### config.mk
export PLATFORM = sky130hd
export DESIGN_NAME = seq_left_shifter
export DESIGN_NICKNAME = d
export VERILOG_FILES = /design/src/rtl/shift_pkg.sv /design/src/rtl/left_shift_stage.sv /design/src/rtl/seq_left_shifter.sv
export SDC_FILE = /design/constraint.sdc
export NUM_CORES = 1
export LEC_CHECK = 0
export CAP_MARGIN = 20
export CORE_ASPECT_RATIO = 0.8
export CORE_UTILIZATION = 59
export CTS_CLUSTER_DIAMETER = 120
export DETAILED_ROUTE_END_ITERATION = 6
export DONT_BUFFER_PORTS = 1
export PLACE_DENSITY = 0.87
export SLEW_MARGIN = 20
export SYNTH_ARGS = -nofsm -noshare
export SYNTH_HDL_FRONTEND = slang
export SYNTH_HIERARCHICAL = 1
export SYNTH_SLANG_ARGS = --single-unit
### constraint.sdc
create_clock -name clk -period 5.62 [get_ports clk]
set_clock_uncertainty 0.05 [all_clocks]
set_input_delay 1.124 -clock clk [delete_from_list [all_inputs] [get_ports clk]]
set_output_delay 1.124 -clock clk [all_outputs]
set_load 0.01 [all_outputs]
### src/rtl/shift_pkg.sv
// Shared definitions for the sequential shifter family (left and right paths):
// default operand/shift-amount widths and the two-state FSM encoding.
package shift_pkg;

    localparam int DEFAULT_WIDTH = 32;
    localparam int DEFAULT_SHW   = 5;

    // FSM encoding kept as plain constants so older right-shift code can reuse it.
    localparam logic [0:0] IDLE  = 1'b0;
    localparam logic [0:0] SHIFT = 1'b1;

endpackage : shift_pkg

### src/rtl/left_shift_stage.sv
// One combinational stage of the barrel shifter: when enabled, shifts (zero fill)
// or rotates the input left by 2^index; otherwise passes it through unchanged.
module left_shift_stage
    import shift_pkg::*;
#(
    parameter int WIDTH = DEFAULT_WIDTH,
    parameter int SHW   = DEFAULT_SHW
) (
    input  logic [WIDTH-1:0] data,
    input  logic [SHW-1:0]   index,
    input  logic             enable,
    input  logic             rotate,
    output logic [WIDTH-1:0] data_out
);

    logic [WIDTH-1:0]   shl;
    logic [2*WIDTH-1:0] doubled;

    // Logical shift: vacated LSBs are filled with zero.
    assign shl = data << (1 << index);

    // Rotate: shifting two concatenated copies brings the bits that leave the
    // MSB end back in at the LSB end of the upper half.
    assign doubled = {data, data} << (1 << index);

    // Per-bit output select between pass-through, shifted and rotated values.
    generate
        for (genvar gi = 0; gi < WIDTH; gi++) begin : g_bit
            assign data_out[gi] = enable ? (rotate ? doubled[WIDTH+gi] : shl[gi])
                                         : data[gi];
        end
    endgenerate

endmodule : left_shift_stage

### src/rtl/seq_left_shifter.sv
// Sequential left shifter / rotator: one power-of-two stage per clock, largest
// stage first, fixed latency of SHW cycles regardless of the shift amount.
module seq_left_shifter
    import shift_pkg::*;
#(
    parameter int WIDTH = DEFAULT_WIDTH,
    parameter int SHW   = DEFAULT_SHW
) (
    input  logic             clk,
    input  logic             reset,
    input  logic             start,
    input  logic [WIDTH-1:0] regi,
    input  logic [SHW-1:0]   shamt,
    input  logic             rotate,
    output logic [WIDTH-1:0] result,
    output logic             busy,
    output logic             done
);

    logic [0:0]       state_reg;
    logic [SHW-1:0]   cnt_reg;
    logic [SHW-1:0]   shamt_reg;
    logic             rotate_reg;
    logic [WIDTH-1:0] result_reg;
    logic             done_reg;

    logic [SHW-1:0]   stage_sel;
    logic             stage_enable;
    logic [WIDTH-1:0] stage_out;

    // The active stage is enabled when the latched shamt bit selected by the
    // counter is set; a one-hot compare avoids a variable-width bit select.
    generate
        for (genvar gi = 0; gi < SHW; gi++) begin : g_sel
            assign stage_sel[gi] = (cnt_reg == SHW'(gi)) & shamt_reg[gi];
        end
    endgenerate
    assign stage_enable = |stage_sel;

    left_shift_stage #(
        .WIDTH (WIDTH),
        .SHW   (SHW)
    ) u_stage (
        .data     (result_reg),
        .index    (cnt_reg),
        .enable   (stage_enable & (state_reg == SHIFT)),
        .rotate   (rotate_reg),
        .data_out (stage_out)
    );

    // FSM, counter, latched controls, result and done pulse.
    always_ff @(posedge clk) begin
        if (reset) begin
            state_reg  <= IDLE;
            cnt_reg    <= '0;
            shamt_reg  <= '0;
            rotate_reg <= 1'b0;
            result_reg <= '0;
            done_reg   <= 1'b0;
        end else begin
            done_reg <= 1'b0;
            case (state_reg)
                IDLE: begin
                    if (start) begin
                        result_reg <= regi;
                        shamt_reg  <= shamt;
                        rotate_reg <= rotate;
                        cnt_reg    <= SHW'(SHW - 1);
                        state_reg  <= SHIFT;
                    end
                end
                SHIFT: begin
                    result_reg <= stage_out;
                    if (cnt_reg == '0) begin
                        state_reg <= IDLE;
                        done_reg  <= 1'b1;
                    end else begin
                        cnt_reg <= cnt_reg - 1'b1;
                    end
                end
                default: state_reg <= IDLE;
            endcase
        end
    end

    assign result = result_reg;
    assign busy   = (state_reg == SHIFT);
    assign done   = done_reg;

endmodule : seq_left_shifter

==> results of run 1 <==
-- critical path: stages, from the launching register on --
cell	delay [ns]
dfxtp_2	0.91
inv_1	0.21
ha_1	0.33
a222oi_1	0.51
a211oi_4	0.10
buf_4	0.30
inv_1	0.43
nor2_1	0.12
nand2_1	0.22
nor3_1	0.08
a211o_1	0.30
mux2i_1	0.13
nor2_1	0.05
-- through the flow --
step	std cells	util	instance area (um2)
3_5_place_dp	753	0.5927	5095
5_1_grt	760	0.6048	5199
2_1_floorplan	694	-	5278
4_1_cts	760	0.6048	5199
3_3_place_gp	753	0.5927	5095
6_report	760	0.6048	5199
-- metal layers --
metal	global-route usage	routed length (um)
met1	0.6349	8519
met2	0.6573	8472
met3	0.2233	3813
met4	0.1955	1278
met5	0	0
-- synth_stat cells (all sizes together), types with 5 or more instances --
cell type / instances / share of area
o211ai: 8 / 0.011
a31oi: 13 / 0.015
nand4: 6 / 0.0071
o221ai: 12 / 0.021
nand2: 63 / 0.045
a22oi: 8 / 0.012
nand3b: 5 / 0.0071
nor3: 17 / 0.023
o22ai: 9 / 0.011
dfxtp: 45 / 0.17
nand3: 19 / 0.018
nor2: 84 / 0.062
a211oi: 8 / 0.015
nor4: 5 / 0.0083
inv: 16 / 0.011
mux2i: 52 / 0.099
clkbuf: 18 / 0.013
nand2b: 5 / 0.0059
mux2: 38 / 0.083
a211o: 5 / 0.0083
and2: 5 / 0.0064
a221o: 7 / 0.014
o21ai: 50 / 0.047
nor2b: 7 / 0.0083
buf: 45 / 0.065
a221oi: 7 / 0.012
a21oi: 60 / 0.058
-- area by class of cell --
cell class | instances | area (um2) | area share
tap | 112 | 140.1 | 0.02696
clock buffer | 5 | 68.82 | 0.01324
clock inverter | 2 | 35.03 | 0.006739
multi-input combinational | 570 | 3915 | 0.7531
inverter | 16 | 60.06 | 0.01155
timing repair buffer | 10 | 75.07 | 0.01444
sequential | 45 | 904.6 | 0.1740
-- power groups by stage --
stage	registers (mW)	clock network [mW]	logic (mW)
CTS	0.422	0.261	0.435
detailed placement	0.429	0	0.431
floorplan	0.387	0	0.358
global placement	0.429	0	0.433
finish	0.429	0.258	0.463
global route	0.429	0.271	0.481
-- logic make-up (layout without fill, tap and decap cells) --
logic type | count (synthesis) | in the layout | share of synthesized area
buf+inv | 79 | 33 | 0.08985
fa+ha+maj | 4 | 4 | 0.009484
mux | 90 | 90 | 0.1811
simple gates | 237 | 237 | 0.2316
flops | 45 | 45 | 0.1707
compound gates | 239 | 239 | 0.3172
-- cell usage in the layout, fill, tap and decap left out, types with 6 or more instances in the layout --
cell      Yosys  routed
a21oi_1      58      58
a221oi_1      7       7
a22oi_1       7       7
a31oi_1      13      13
buf_4        11      10
dfxtp_1      45      42
inv_1        15      15
mux2_1       30      30
mux2_2        6       6
mux2i_1      52      52
nand2_1      62      62
nand3_1      19      19
nand4_1       6       6
nor2_1       81      81
nor2b_1       7       7
nor3_1       13      13
o211ai_1      8       8
o21ai_0      44      44
o21ai_1       6       6
o221ai_1     11      11
o22ai_1       9       9
-- worst paths after layout --
path / from / end / slack [ns] / cells past startpoint
worst max-delay path: cnt_reg[0] / result[12] / 1.73 / 12
worst min-delay path: shamt_reg[4] / shamt_reg[4] / 0.42 / 2
worst max register to register: cnt_reg[0] / result[12] / 1.73 / 12
worst min register to register: shamt_reg[4] / shamt_reg[4] / 0.42 / 2
==> metrics.md, run 1 <==
| Metric | Value |
|---|---|
| Status | `finished with violations` |
| Failing checks | `design-rule violations` |
| IO buf count | `0` |
| Die Span Y | `86.60 um` |
| Ys Warns | `6` |
| First DRT Iteration DRCs | `~1.1k` |
| DRT antenna net count | `0` |
| Reg clk slew, reported paths | `0.10 ns` |
| Yosys reg bits | `45` |
| Max Fclk | `around 260 MHz` |
| Tmin final | `between 3 and 4 ns` |
| Hpwl dp | `approximately 15 mm` |
| Cts repair resizes | `0` |
| Kind of critical path | `flop to flop` |
| Count of cell types in the netlist | `93` |
| Routed via count | `between 6k and 7k` |
| Hold WS | `approximately 0.42 ns` |
| # rows | `30` |
| Max reg flops | `32` |
| Setup crit start kind | `flop` |
| TritonCTS Buffers | `5` |
| Worst-Margin Slew | `1.117 ns` |
| Setup bufs post-CTS | `0` |
| First-pass GRT wire length | `32.97 mm` |
| Core ar. | `0.008596 mm2` |
| PwrDens | `about 220 mW/mm2` |
| Max cap viols | `0` |
| Mapped Area | `roughly 0.0053 mm2` |
| Die width | `107.7 um` |
| Leakage | `around 1.8 nW` |
| Worst hold path class | `flop to flop` |
| Die Footprint | `0.009330 mm2` |
| IO Count | `between 70 and 80` |
| Hold Buf Count CTS | `0` |
| Peak VDD IR | `approximately 130 uV` |
| # H-tree levels | `2` |
| RSZ-0062 raised after global routing | `no` |
| Max Root-Sink Buffers | `2` |
| Worst setup EP type | `flop` |
| Remaining Overflow, GRT | `0` |
| Largest net degree at the start of global routing | `48` |
| Layout cells sized above 1 | `0.1080` |
| Final hold violations | `0` |
| Number of synthesized flops with an enable pin | `0` |
| Later-pin clock latency in the skew report | `between 0.3 and 0.4 ns` |
| Critical path arrival | `between 4 and 5 ns` |
| Combinational power share | `0.403` |
| Final setup vio count | `0` |
| Cells after Synth | `just under 700` |
| Asr flop ratio synth | `0` |
| Switching share of power | `0.4438` |
| Syn_nets | `approximately 740` |
| Root buf cell | `clkbuf_8` |
| Clk sinks | `45` |
| Slew Viols, Final | `0` |
| RD Place Congestion | `around 1.1` |
| Psw | `slightly above 500 uW` |
| Post-route setup slack | `about 1.7 ns` |
| Fill cells | `around 800` |
| Detailed Route WL | `22.08 mm` |
| Area grow syn2layout | `-1.494%` |
| Int Power | `about 640 uW` |
| Antenna violations before repair | `0` |
| # DRC | `4` |
| Final worst-path cycle share | `0.6921` |
| GRT Total Usage | `0.4777` |
| Vias in the first global route | `around 5.4k` |
| Initial Util | `0.6140` |
| CTS tree | `built` |
| Sequential share of the synthesized area | `0.1707` |
| Via/cell ratio | `~7.9` |
| Slew HR | `0.2496` |
| Worst Path Max Fanout | `42` |
| Worst path required time | `~5.8 ns` |
| Ant diodes | `0` |
| Post-synth top flop | `dfxtp_1` |
| Post-DR wirelength/cell | `~29 um` |
| Clock power share | `0.225` |
| Nets | `roughly 690` |
| Dpl ws | `between 1.5 and 2 ns` |
| Total negative setup slack | `0 ns` |
| Register share of total power | `0.373` |
| Syn avg cell area | `7.605 um2` |
| PnR Total Power | `1.150 mW` |
| DRT Pass-1 Iters | `7` |
No activity file was read; power rests on OpenSTA's default activity.
==> run 2, diff against run 1 <==
Clock period 5.62 ns to 4.05 ns, I/O delays scaled along.
==> run 2 against run 1 <==
The run still ends with design-rule violations left. Register-to-register slack worse by 1.0 ns. Core utilization up 1.1 points. Clock power up 48%. Power up 41%. Critical path depth down 4. Setup slack worse by 1.0 ns. Clock-buffer cell count unchanged. Critical path type unchanged. Critical endpoint is now result[31]. Highest routed layer is now met5.
==> metrics.md, run 2 (same netlist as run 1, synthesis figures left out) <==
| Metric | Value |
|---|---|
| First DRT Iteration DRCs | `1248 (was 1117)` |
| Max Fclk | `297.1 MHz (was 257.1 MHz)` |
| Die width | `107.7 um (unchanged)` |
| Final hold violations | `0 (unchanged)` |
| Hold Crit Start | `shamt_reg[4] (unchanged)` |
| Layout cells sized above 1 | `0.1242 (was 0.1080)` |
| Register share of total power | `0.362 (was 0.373)` |
| RSZ-0062 raised after global routing | `no (unchanged)` |
| Later-pin clock latency in the skew report | `0.32 ns (about the same)` |
| Post-DR wirelength/cell | `28.68 um (was 29.06 um)` |
| Switching share of power | `0.4442 (was 0.4438)` |
| Psw | `721.6 uW (was 510.4 uW)` |
| # H-tree levels | `2 (unchanged)` |
| Worst setup EP type | `flop (unchanged)` |
| IO Count | `75 (unchanged)` |
| Antenna violations before repair | `1 (was 0)` |
| Worst r2r path cells | `8 (was 12)` |
| Kind of critical path | `flop to flop (unchanged)` |
| GRT Total Usage | `0.4752 (was 0.4777)` |
| TritonCTS Buffers | `5 (unchanged)` |
| Combinational power share | `0.404 (was 0.403)` |
| Die Span Y | `86.60 um (unchanged)` |
| PwrDens | `306.9 mW/mm2 (was 221.2 mW/mm2)` |
| # rows | `30 (unchanged)` |
| RD Place Congestion | `1.147 (was 1.077)` |
| Initial Util | `0.6140 (unchanged)` |
| Reg-to-reg startpoint | `cnt_reg[4] (was cnt_reg[0])` |
| Worst path required time | `4.26 ns (was 5.79 ns)` |
| Reg clk slew, reported paths | `0.11 ns (was 0.10 ns)` |
| Setup bufs post-CTS | `0 (unchanged)` |
| Die Footprint | `0.009330 mm2 (unchanged)` |
| Core ar. | `0.008596 mm2 (unchanged)` |
| Commonest non-fill, non-tap cell in the layout | `nor2_1 (unchanged)` |
| Cts repair resizes | `0 (unchanged)` |
| Clk sinks | `45 (unchanged)` |
| Final setup vio count | `0 (unchanged)` |
| Critical path arrival | `3.58 ns (was 4.06 ns)` |
| Root buf cell | `clkbuf_8 (unchanged)` |
| Post-Layout Cell Count | `772 (was 760)` |
| Area grow syn2layout | `0.3082% (was -1.494%)` |
| Max cap viols | `0 (unchanged)` |
| Leakage | `1.844 nW (was 1.782 nW)` |
| Worst hold path class | `flop to flop (unchanged)` |
| Fin util | `0.6159 (was 0.6048)` |
| Hold WS | `0.4284 ns (was 0.4244 ns)` |
| First-pass GRT wire length | `32.94 mm (was 32.97 mm)` |
| Hold endpoint | `shamt_reg[4] (unchanged)` |
| Vias in the first global route | `5489 (was 5375)` |
| Int Power | `903.1 uW (was 639.7 uW)` |
| CTS tree | `built (unchanged)` |
| IO buf count | `0 (unchanged)` |
| Most frequent cells in the layout | `nor2_1, nand2_1, a21oi_1 (unchanged)` |
| Clock power share | `0.234 (was 0.225)` |
| # DRC | `4 (unchanged)` |
| Total negative setup slack | `0 ns (unchanged)` |
| Max reg flops | `32 (unchanged)` |
| Via/cell ratio | `7.789 (was 7.929)` |
| R2R Path End | `result[31] (was result[12])` |
| Setup crit start kind | `flop (unchanged)` |
| DRT antenna net count | `0 (unchanged)` |
| PnR Total Power | `1.625 mW (was 1.150 mW)` |
| Failing checks | `design-rule violations (unchanged)` |
| Detailed Route WL | `22.14 mm (was 22.08 mm)` |
| Tmin final | `3.366 ns (was 3.890 ns)` |
| Peak VDD IR | `181.4 uV (was 129.9 uV)` |
| Worst Hold Path Cells | `2 (unchanged)` |
| Nets | `704 (was 693)` |
| Largest net degree at the start of global routing | `48 (unchanged)` |
| Routed via count | `6013 (was 6026)` |
| Worst Path Max Fanout | `17 (was 42)` |
| Cells after DPL | `764 (was 753)` |
| Hpwl dp | `15.83 mm (was 15.24 mm)` |
| Slew Viols, Final | `0 (unchanged)` |
| DRT Pass-1 Iters | `7 (unchanged)` |
| Max Root-Sink Buffers | `2 (unchanged)` |
| Hold Buf Count CTS | `0 (unchanged)` |
| Remaining Overflow, GRT | `0 (unchanged)` |
| Final worst-path cycle share | `0.8310 (was 0.6921)` |
| FF-to-FF setup slack | `0.68 ns (was 1.73 ns)` |
| Worst-Margin Slew | `0.9658 ns (was 1.117 ns)` |
| Ant diodes | `0 (unchanged)` |
| Slew HR | `0.3561 (was 0.2496)` |
| Status | `finished with violations (unchanged)` |
-- run 2: worst max path at each step --
stage / slack (ns) / startpoint / end / depth (start not counted)
final: 0.68 / cnt_reg[4] / result[31] / 8
after global placement: 0.96 / cnt_reg[2] / result[26] / 8
after floorplan: 1.56 / cnt_reg[1] / result[29] / 11
after CTS: 0.83 / cnt_reg[0] / result[19] / 10
after detailed placement: 0.84 / cnt_reg[0] / result[19] / 10
after global routing: 0.60 / cnt_reg[0] / result[19] / 10
-- run 2: final cells by class --
type	instances	area, um2
multi-input combinational	570	3915
fill	797	3302
sequential	45	904.6
timing repair buffer	21	157.7
tap	112	140.1
clock buffer	5	68.82
inverter	16	60.06
clock inverter	3	47.55
-- run 2: per-stage QoR --
step	worst slack, ns	instance area, um2
final	0.6844	5294
after global routing	0.6022	5294
after CTS	0.8327	5294
after detailed placement	0.8373	5177
after global placement	0.9636	5177
after floorplan	1.558	5278
-- run 2: power groups by stage --
stage,combinational [mW],sequential (mW),clock (mW)
after CTS,0.614,0.581,0.384
after global routing,0.679,0.589,0.399
after floorplan,0.497,0.537,0
final,0.656,0.588,0.381
after global placement,0.615,0.591,0
after detailed placement,0.611,0.591,0
-- run 2: worst max-delay path, cell delays in order (launching register included) --
cell and delay [ns]:
dfxtp_1 0.45, buf_4 0.26, nor4_2 0.78, and2_1 0.88, nand2_1 0.29, o22ai_1 0.24
o22a_1 0.17, mux2i_1 0.06, nor2_1 0.11
-- run 2: per-layer routing --
| layer | track usage | share of wire | up-vias |
|---|---|---|---|
| li1 | - | - | 2548 |
| met1 | 0.6578 | 0.39 | 2730 |
| met2 | 0.6387 | 0.38 | 569 |
| met3 | 0.1895 | 0.17 | 164 |
| met4 | 0.2092 | 0.063 | 2 |
| met5 | 0 | 0.00054 | - |
